$ cat src/rtl/scan_sequencer.sv
// rtl/scan_sequencer.sv - 2-D tile scan controller driving one address_generator
//
// Walks `rows` rows of (last_col+1) consecutive addresses, advancing the
// generator base by `stride` at every row end, and presents each generator
// address on a valid/ready stream to a memory read port.
//
// Optional build macro: SCAN_STALL_COUNTER_EN adds the stall_cycles output.
//
// Ports:
//   clk, rst            clock, asynchronous active-low reset
//   start, abort        scan request (IDLE only) / synchronous cancel
//   cfg_base            first address of the tile
//   cfg_stride          base increment per row
//   cfg_last_col        columns per row minus one
//   cfg_rows            row count, 0 = empty scan
//   busy, done          LOAD..last accept / one-cycle completion pulse
//   addr_valid          generator address presented to memory
//   addr_ready          memory accepts the address
//   row_idx             current row index
//   ag_*                control outputs to / readback from the generator
//   stall_cycles        (SCAN_STALL_COUNTER_EN only) SCAN cycles with addr_ready=0

module scan_sequencer #(
  parameter int CELL_COUNT   = 2048,
  parameter int MAX_OFFSET   = 16,
  parameter int MAX_ROWS     = 256,
  parameter int OFFSET_WIDTH = $clog2(MAX_OFFSET),
  parameter int ADDR_WIDTH   = $clog2(CELL_COUNT),
  parameter int ROW_WIDTH    = $clog2(MAX_ROWS) + 1
) (
  input  logic                    clk,
  input  logic                    rst,
  input  logic                    start,
  input  logic                    abort,
  input  logic [ADDR_WIDTH-1:0]   cfg_base,
  input  logic [ADDR_WIDTH-1:0]   cfg_stride,
  input  logic [OFFSET_WIDTH-1:0] cfg_last_col,
  input  logic [ROW_WIDTH-1:0]    cfg_rows,
  output logic                    busy,
  output logic                    done,
  output logic                    addr_valid,
  input  logic                    addr_ready,
  output logic [ROW_WIDTH-1:0]    row_idx,
  output logic                    ag_offset_rst,
  output logic                    ag_offset_upcount,
  output logic                    ag_offset_cen,
  output logic [OFFSET_WIDTH-1:0] ag_offset_max_count,
  output logic                    ag_base_reg_rst,
  output logic [ADDR_WIDTH-1:0]   ag_base_init,
  output logic [ADDR_WIDTH-1:0]   ag_base_in,
  input  logic                    ag_offset_co,
  input  logic [ADDR_WIDTH-1:0]   ag_base_out
`ifdef SCAN_STALL_COUNTER_EN
  ,
  output logic [15:0]             stall_cycles
`endif
);

  typedef enum logic [1:0] {
    S_IDLE = 2'd0,
    S_LOAD = 2'd1,
    S_SCAN = 2'd2,
    S_DONE = 2'd3
  } state_t;

  state_t state_q, state_d;

  logic [ADDR_WIDTH-1:0]   base_q;
  logic [ADDR_WIDTH-1:0]   stride_q;
  logic [OFFSET_WIDTH-1:0] last_col_q;
  logic [ROW_WIDTH-1:0]    rows_q;
  logic [ROW_WIDTH-1:0]    row_q;

  logic abort_act;
  logic accept;
  logic row_end;
  logic last_row;
  logic cfg_load;

  // abort is meaningless in IDLE; everywhere else it beats start and accept.
  assign abort_act = abort && (state_q != S_IDLE);
  assign accept    = (state_q == S_SCAN) && addr_ready && !abort_act;
  assign row_end   = accept && ag_offset_co;
  assign last_row  = (row_q == (rows_q - ROW_WIDTH'(1)));
  assign cfg_load  = (state_q == S_IDLE) && start && (cfg_rows != '0);

  always_ff @(posedge clk or negedge rst) begin
    if (!rst) begin
      state_q <= S_IDLE;
    end else begin
      state_q <= state_d;
    end
  end

  always_comb begin
    state_d = state_q;
    case (state_q)
      S_IDLE: begin
        if (start) begin
          state_d = (cfg_rows != '0) ? S_LOAD : S_DONE;
        end
      end
      S_LOAD: state_d = S_SCAN;
      S_SCAN: begin
        if (row_end && last_row) begin
          state_d = S_DONE;
        end
      end
      S_DONE: state_d = S_IDLE;
      default: state_d = S_IDLE;
    endcase
    if (abort_act) begin
      state_d = S_IDLE;
    end
  end

  always_ff @(posedge clk or negedge rst) begin
    if (!rst) begin
      base_q     <= '0;
      stride_q   <= '0;
      last_col_q <= '0;
      rows_q     <= '0;
    end else if (cfg_load) begin
      base_q     <= cfg_base;
      stride_q   <= cfg_stride;
      last_col_q <= cfg_last_col;
      rows_q     <= cfg_rows;
    end
  end

  always_ff @(posedge clk or negedge rst) begin
    if (!rst) begin
      row_q <= '0;
    end else if (state_q == S_LOAD && !abort_act) begin
      row_q <= '0;
    end else if (row_end) begin
      row_q <= row_q + ROW_WIDTH'(1);
    end
  end

  // The generator reset strobes are also forced while rst is low so the
  // generator sits in its reset state together with this controller.
  always_comb begin
    busy            = (state_q == S_LOAD) || (state_q == S_SCAN);
    done            = (state_q == S_DONE) && !abort_act;
    addr_valid      = (state_q == S_SCAN);
    ag_offset_cen   = accept;
    ag_offset_rst   = !rst || (state_q == S_LOAD) || abort_act;
    ag_base_reg_rst = !rst || (state_q == S_LOAD) || abort_act;
  end

  assign row_idx             = row_q;
  assign ag_offset_upcount   = 1'b1;
  assign ag_offset_max_count = last_col_q;
  assign ag_base_init        = base_q;
  // Wraps modulo 2^ADDR_WIDTH by truncation.
  assign ag_base_in          = ag_base_out + stride_q;

`ifdef SCAN_STALL_COUNTER_EN
  logic [15:0] stall_q;

  always_ff @(posedge clk or negedge rst) begin
    if (!rst) begin
      stall_q <= '0;
    end else if (state_q == S_LOAD) begin
      stall_q <= '0;
    end else if (state_q == S_SCAN && !addr_ready && stall_q != 16'hFFFF) begin
      stall_q <= stall_q + 16'd1;
    end
  end

  assign stall_cycles = stall_q;
`endif

endmodule

$ cat config.mk
export PLATFORM = sky130hd
export DESIGN_NAME = scan_sequencer
export DESIGN_NICKNAME = d
export VERILOG_FILES = /design/src/rtl/scan_sequencer.sv
export SDC_FILE = /design/constraint.sdc
export NUM_CORES = 1
export LEC_CHECK = 0
export ABC_AREA = 1
export BUFFER_PORTS_ARGS = -buffer_cell sky130_fd_sc_hd__buf_2
export CELL_PAD_IN_SITES_DETAIL_PLACEMENT = 2
export CELL_PAD_IN_SITES_GLOBAL_PLACEMENT = 2
export CORE_MARGIN = 5
export CORE_UTILIZATION = 30
export CTS_CLUSTER_DIAMETER = 40
export DETAILED_ROUTE_END_ITERATION = 12
export HOLD_SLACK_MARGIN = 0.1
export PLACE_DENSITY_LB_ADDON = 0.1
export REMOVE_ABC_BUFFERS = 1
export SLEW_MARGIN = 10
export SYNTH_ARGS = -nofsm -noshare
export SYNTH_HDL_FRONTEND = slang
export SYNTH_SLANG_ARGS = --single-unit
export TNS_END_PERCENT = 100
$ cat constraint.sdc
create_clock -name clk -period 6.25 [get_ports clk]
set_clock_uncertainty 0.05 [all_clocks]
set_input_delay 1.5625 -clock clk [delete_from_list [all_inputs] [get_ports clk]]
set_output_delay 1.5625 -clock clk [all_outputs]
set_load 0.005 [all_outputs]
# --- Yosys cells after proc, flatten, opt, wreduce, memory -nomap -nowiden ---
# Cells that the tools add are included.
word_totals:
  reg_bits: 46
  inputBits: 52
  out_inout_bits: 42
  wordCells: 41
op_classes:
  addsub: 3
  eq_ne: 6
  n_mux: 7
  reduce_logical: 19
op_table:
  columns: ["op", "count"]
  rows:
  - ["9-bit 2-to-1 mux", 2]
  - ["11-bit adder", 1]
  - ["9-bit by 1-bit adder with 9-bit output, second input constant", 1]
  - ["9-bit equality test", 1]
  - ["1-bit logical AND", 9]
  - ["9-bit nonzero test", 1]
  - ["9-bit by 1-bit subtractor with 9-bit output, second input constant", 1]
  - ["2-bit 2-to-1 mux", 4]
  - ["2-bit case mux with 4 select lines", 1]
  - ["2-bit equality test, second input constant", 2]
  - ["2-bit nonzero test", 2]
  - ["1-bit logical OR", 3]
  - ["3-bit by 1-bit inequality test with 1-bit output, second input constant", 1]
  - ["3-bit inequality test, second input constant", 1]
  - ["2-bit by 1-bit equality test with 1-bit output, second input constant", 1]
  - ["1-bit logical NOT", 2]
  - ["2-bit logical NOT", 1]
  - ["2-bit AND reduction", 1]

# --- Depth between registers and ports, before layout ---
depth:
  ltp_word: 9
  depth_mapped: 15
  depth_no_buf: 15

# --- Worst setup path before layout ---
# Ideal clock, no wire load.
synth_path:
  path_type: "input to output"
  from: "input ag_base_out[2]"
  to: "output ag_base_in[7]"
  arrival_time_ns: 2.666
  t_required_ns: 4.637
  slack_ns: 1.971
  path_stages: 7
  n_path_buf: 0
  cell_sequence: "ha_1 > a21oi_1 > o21ai_0 > a21oi_1 > nor2_1 > nor2_1 > xor2_1"
synth_between:
  elab_chain_cells: 1
synth_lines:
  columns: ["item", "line_no", "source"]
  rows:
  - ["start: declaration", "52", "input logic [ADDR_WIDTH-1:0] ag_base_out"]
  - ["11-bit adder", "157", "assign ag_base_in = ag_base_out + stride_q;"]
  - ["end: declaration", "50", "output logic [ADDR_WIDTH-1:0] ag_base_in,"]
# No other way between the ends.

# --- Worst setup path after layout ---
# Ends and elaborated chain as after synthesis.

==> flow_summary_export.csv <==
group,metric,value,unit
status,status,"completed",
synth,yosysSeqAreaShare,40.98,%
setup_path,critPathRequiredTime,4.64,ns
setup_path,worst-path-buf-inv,2,
timing,fin_crit_sh,75.28,%
hold_path,hold_start,"ag_offset_max_count[2]",
placement,place_hpwl,6.712,mm
setup_path,reg2reg_slack,4.09,ns
synth,yosysWarnings,0,
global_routing,grt_pass1_wl,14.26,mm
setup_path,arrival,3.09,ns
finish,synthToLayoutAreaGrowth,24.37,%
placement,dpl_cell_area,3377,um2
synth,ys.flop_type,"dfrtp_1",
drt,wirelength_met1,3.862,mm
setup_path,critPathTopFamily,"compound AO/OA/AOI/OAI gates",
drt,routed.top_layer,"met5",
cts,cts_hold_buf,0,
timing,rsz0062_at_grt,"false",
timing,maxSlewViolCount,0,
timing,fin_setup_tns,0,ns
timing,relSlewSlack,58.25,%
finish,nets,537,
setup_path,critPathKind,"in2out",
setup_path,reg2reg_depth,13,
drt,viasPerCell,4.697,
floorplan,rows,35,
drt,wirelength,8.474,mm
drt,routed-wl-met2,4.030,mm
placement,place.gp.congestion,0.7849,
global_routing,grt_max_degree,71,
floorplan,die-area,11400,um2
finish,drive_above_1_share,22.81,%
setup_path,r2r-start,"state_q[0]",
finish,final_core_util,37.99,%
floorplan,io_pins,94,
timing,setup_viol,0,
timing,period_minus_slack,4.705,ns
flow_run,maxCapViolations,0,
setup_path,worstSetupStartpointType,"input pin",
global_routing,grt_pass1_vias,3025,
timing,fin_ws,1.545,ns
setup_path,slowest_delay,0.34,ns
hold_path,hold_path.class,"reg2reg",
cts,root_buffer,"clkbuf_8",
cts,clkSinkCount,46,
hold_path,whs_path_depth,2,
cts,cts_made_buffers,5,
synth,ys_ff_latch,46,
drt,met3_length,526,um
setup_path,cp_cell_sequence,"buf_2 > ha_1 > a21oi_1 > o21ai_0 > a21oi_1 > nor2_1 > nor2_1 > xor2_1 > buf_2",
synth,synth_area_per_cell,7.451,um2
floorplan,fp.coreArea,9196,um2
timing,fmax,212.5,MHz
setup_path,critPathCaptureType,"primary output",
synth,async_flop_share,100.0,%
placement,preCtsSetupSlack,1.521,ns
cts,clockBufferDepth,2,
power,power.leakage,0.001932,uW
power,power,1489,uW
setup_path,r2r_end,"state_q[0]",
cts,cts_tree,"yes",
global_routing,grt-ovfl-total,0,
drt,drc,0,
drt,routedWlPerCell,14.61,um
power,p_per_area,426.1,nW/um2
finish,insertedDiodeCount,0,
power,vdd_drop_max,0.1492,mV
drt,drtAntennaViolNets,0,
floorplan,die_w,106.8,um
synth,synth_cell_types,29,
drt,drt_iter0_markers,62,
timing,worst_slew_pin_slew,0.6262,ns
setup_path,cp_slowest_cell,"ha_1",
global_routing,antenna_found_initial,1,
cts,cts_setup_buffers,0,
synth,syn_area,2809,um2
placement,io_buffers,92,
setup_path,crit_fanout,3,
drt,drt_first_pass_iters,4,
cts,htreeDepth,2,
hold_path,min_to,"ag_offset_max_count[2]",
synth,synth_edf_count,0,
cts,worstSkewPairLatency,0.31,ns
cts,clk_pin_slew,0.11,ns
timing,final_hold_viol_count,0,
synth,synthCells,377,
floorplan,die_h,106.8,um
finish,fin_area,3493,um2
global_routing,grtUsageTotal,15.18,%
drt,vias,2724,
floorplan,initial_utilization,30.54,%
cts,ctsResizeCount,0,
-- cell families after synthesis --
group,after synthesis,synth area share (%)
buf+inv,77,10.78
other cells,1,0.1335
xor+xnor,15,4.677
flops,46,40.98
simple gates,155,23.30
compound gates,66,12.29
fa+ha+maj,17,7.840
-- worst register-to-register path, delay by kind of cell, from the launching register on --
family / cells / cell delay, ns
adder cells (fa/ha/maj): 1 / 0.29
buffers and inverters: 1 / 0.09
AND/OR/NAND/NOR: 11 / 1.20
flip-flops: 1 / 0.43
-- layout make-up --
cell class,instances,area [um2]
tap,111,138.9
timing repair buffer,94,475.5
inverter,67,251.5
clock inverter,3,47.55
clock buffer,5,68.82
multi-input combinational,254,1360
sequential,46,1151
fill,1124,5703
-- per-stage QoR --
stage | hold WS, ns | std cells
2_1_floorplan | 0.4070 | 367
3_3_place_gp | 0.4110 | 572
3_5_place_dp | 0.4243 | 572
4_1_cts | 0.4499 | 580
5_1_grt | 0.4662 | 580
6_report | 0.4404 | 580
-- flip-flops by register name, summed over array words and instances, names as in the netlist --
signal,flops
state_q,2
rows_q,9
stride_q,11
row_idx,9
ag_base_init,11
ag_offset_max_count,4
-- where the power goes --
group / switching [uW] / internal [uW] / leakage, uW / total (uW)
clock network: 119 / 122 / 0.0000591 / 241
logic: 439 / 311 / 0.00130 / 750
registers: 82.3 / 415 / 0.000570 / 497
total: 640 / 848 / 0.00193 / 1490
-- cells in the final DEF, fill, tap and decap left out, drive strengths merged, types with 8 or more instances in the layout --
cell and n:
a21oi 25, buf 94, dfrtp 46, ha 16, inv 69, nand2 84
nand3 19, nor2 36, nor3 8, o21ai 35, xor2 8
-- worst max path at each step --
stage | startpoint | endpoint | slack, ns | depth (start not counted)
6_report | ag_base_out[2] | ag_base_in[7] | 1.54 | 9
5_1_grt | ag_base_out[2] | ag_base_in[7] | 1.33 | 9
4_1_cts | ag_base_out[2] | ag_base_in[7] | 1.51 | 9
3_5_place_dp | ag_base_out[2] | ag_base_in[7] | 1.52 | 9
3_3_place_gp | ag_base_out[2] | ag_base_in[7] | 1.61 | 9
2_1_floorplan | ag_base_out[2] | ag_base_in[7] | 1.97 | 7
-- metal layers --
layer  vias up  global-route usage, %
li1       1362                      -
met4         2                  2.466
met5         -                      0
met2        63                  27.02
met3         6                  4.395
met1      1291                  18.45
-- Yosys cell counts, types with 2 or more instances --
master	number	share of area [%]
o21ai_0	35	6.2
a21oi_1	25	4.5
buf_2	4	0.71
nor3_1	6	1.1
buf_4	2	0.53
nor4_1	2	0.45
xor2_1	8	2.5
nor2_1	35	4.7
nand3_1	19	3.4
nand2_1	84	11
dfrtp_1	46	41
o31ai_1	2	0.53
clkbuf_1	3	0.40
xnor2_1	7	2.2
inv_1	67	9.0
nand4_1	4	0.89
ha_1	16	7.1
Note: power is estimated with default switching activity, not from simulation.
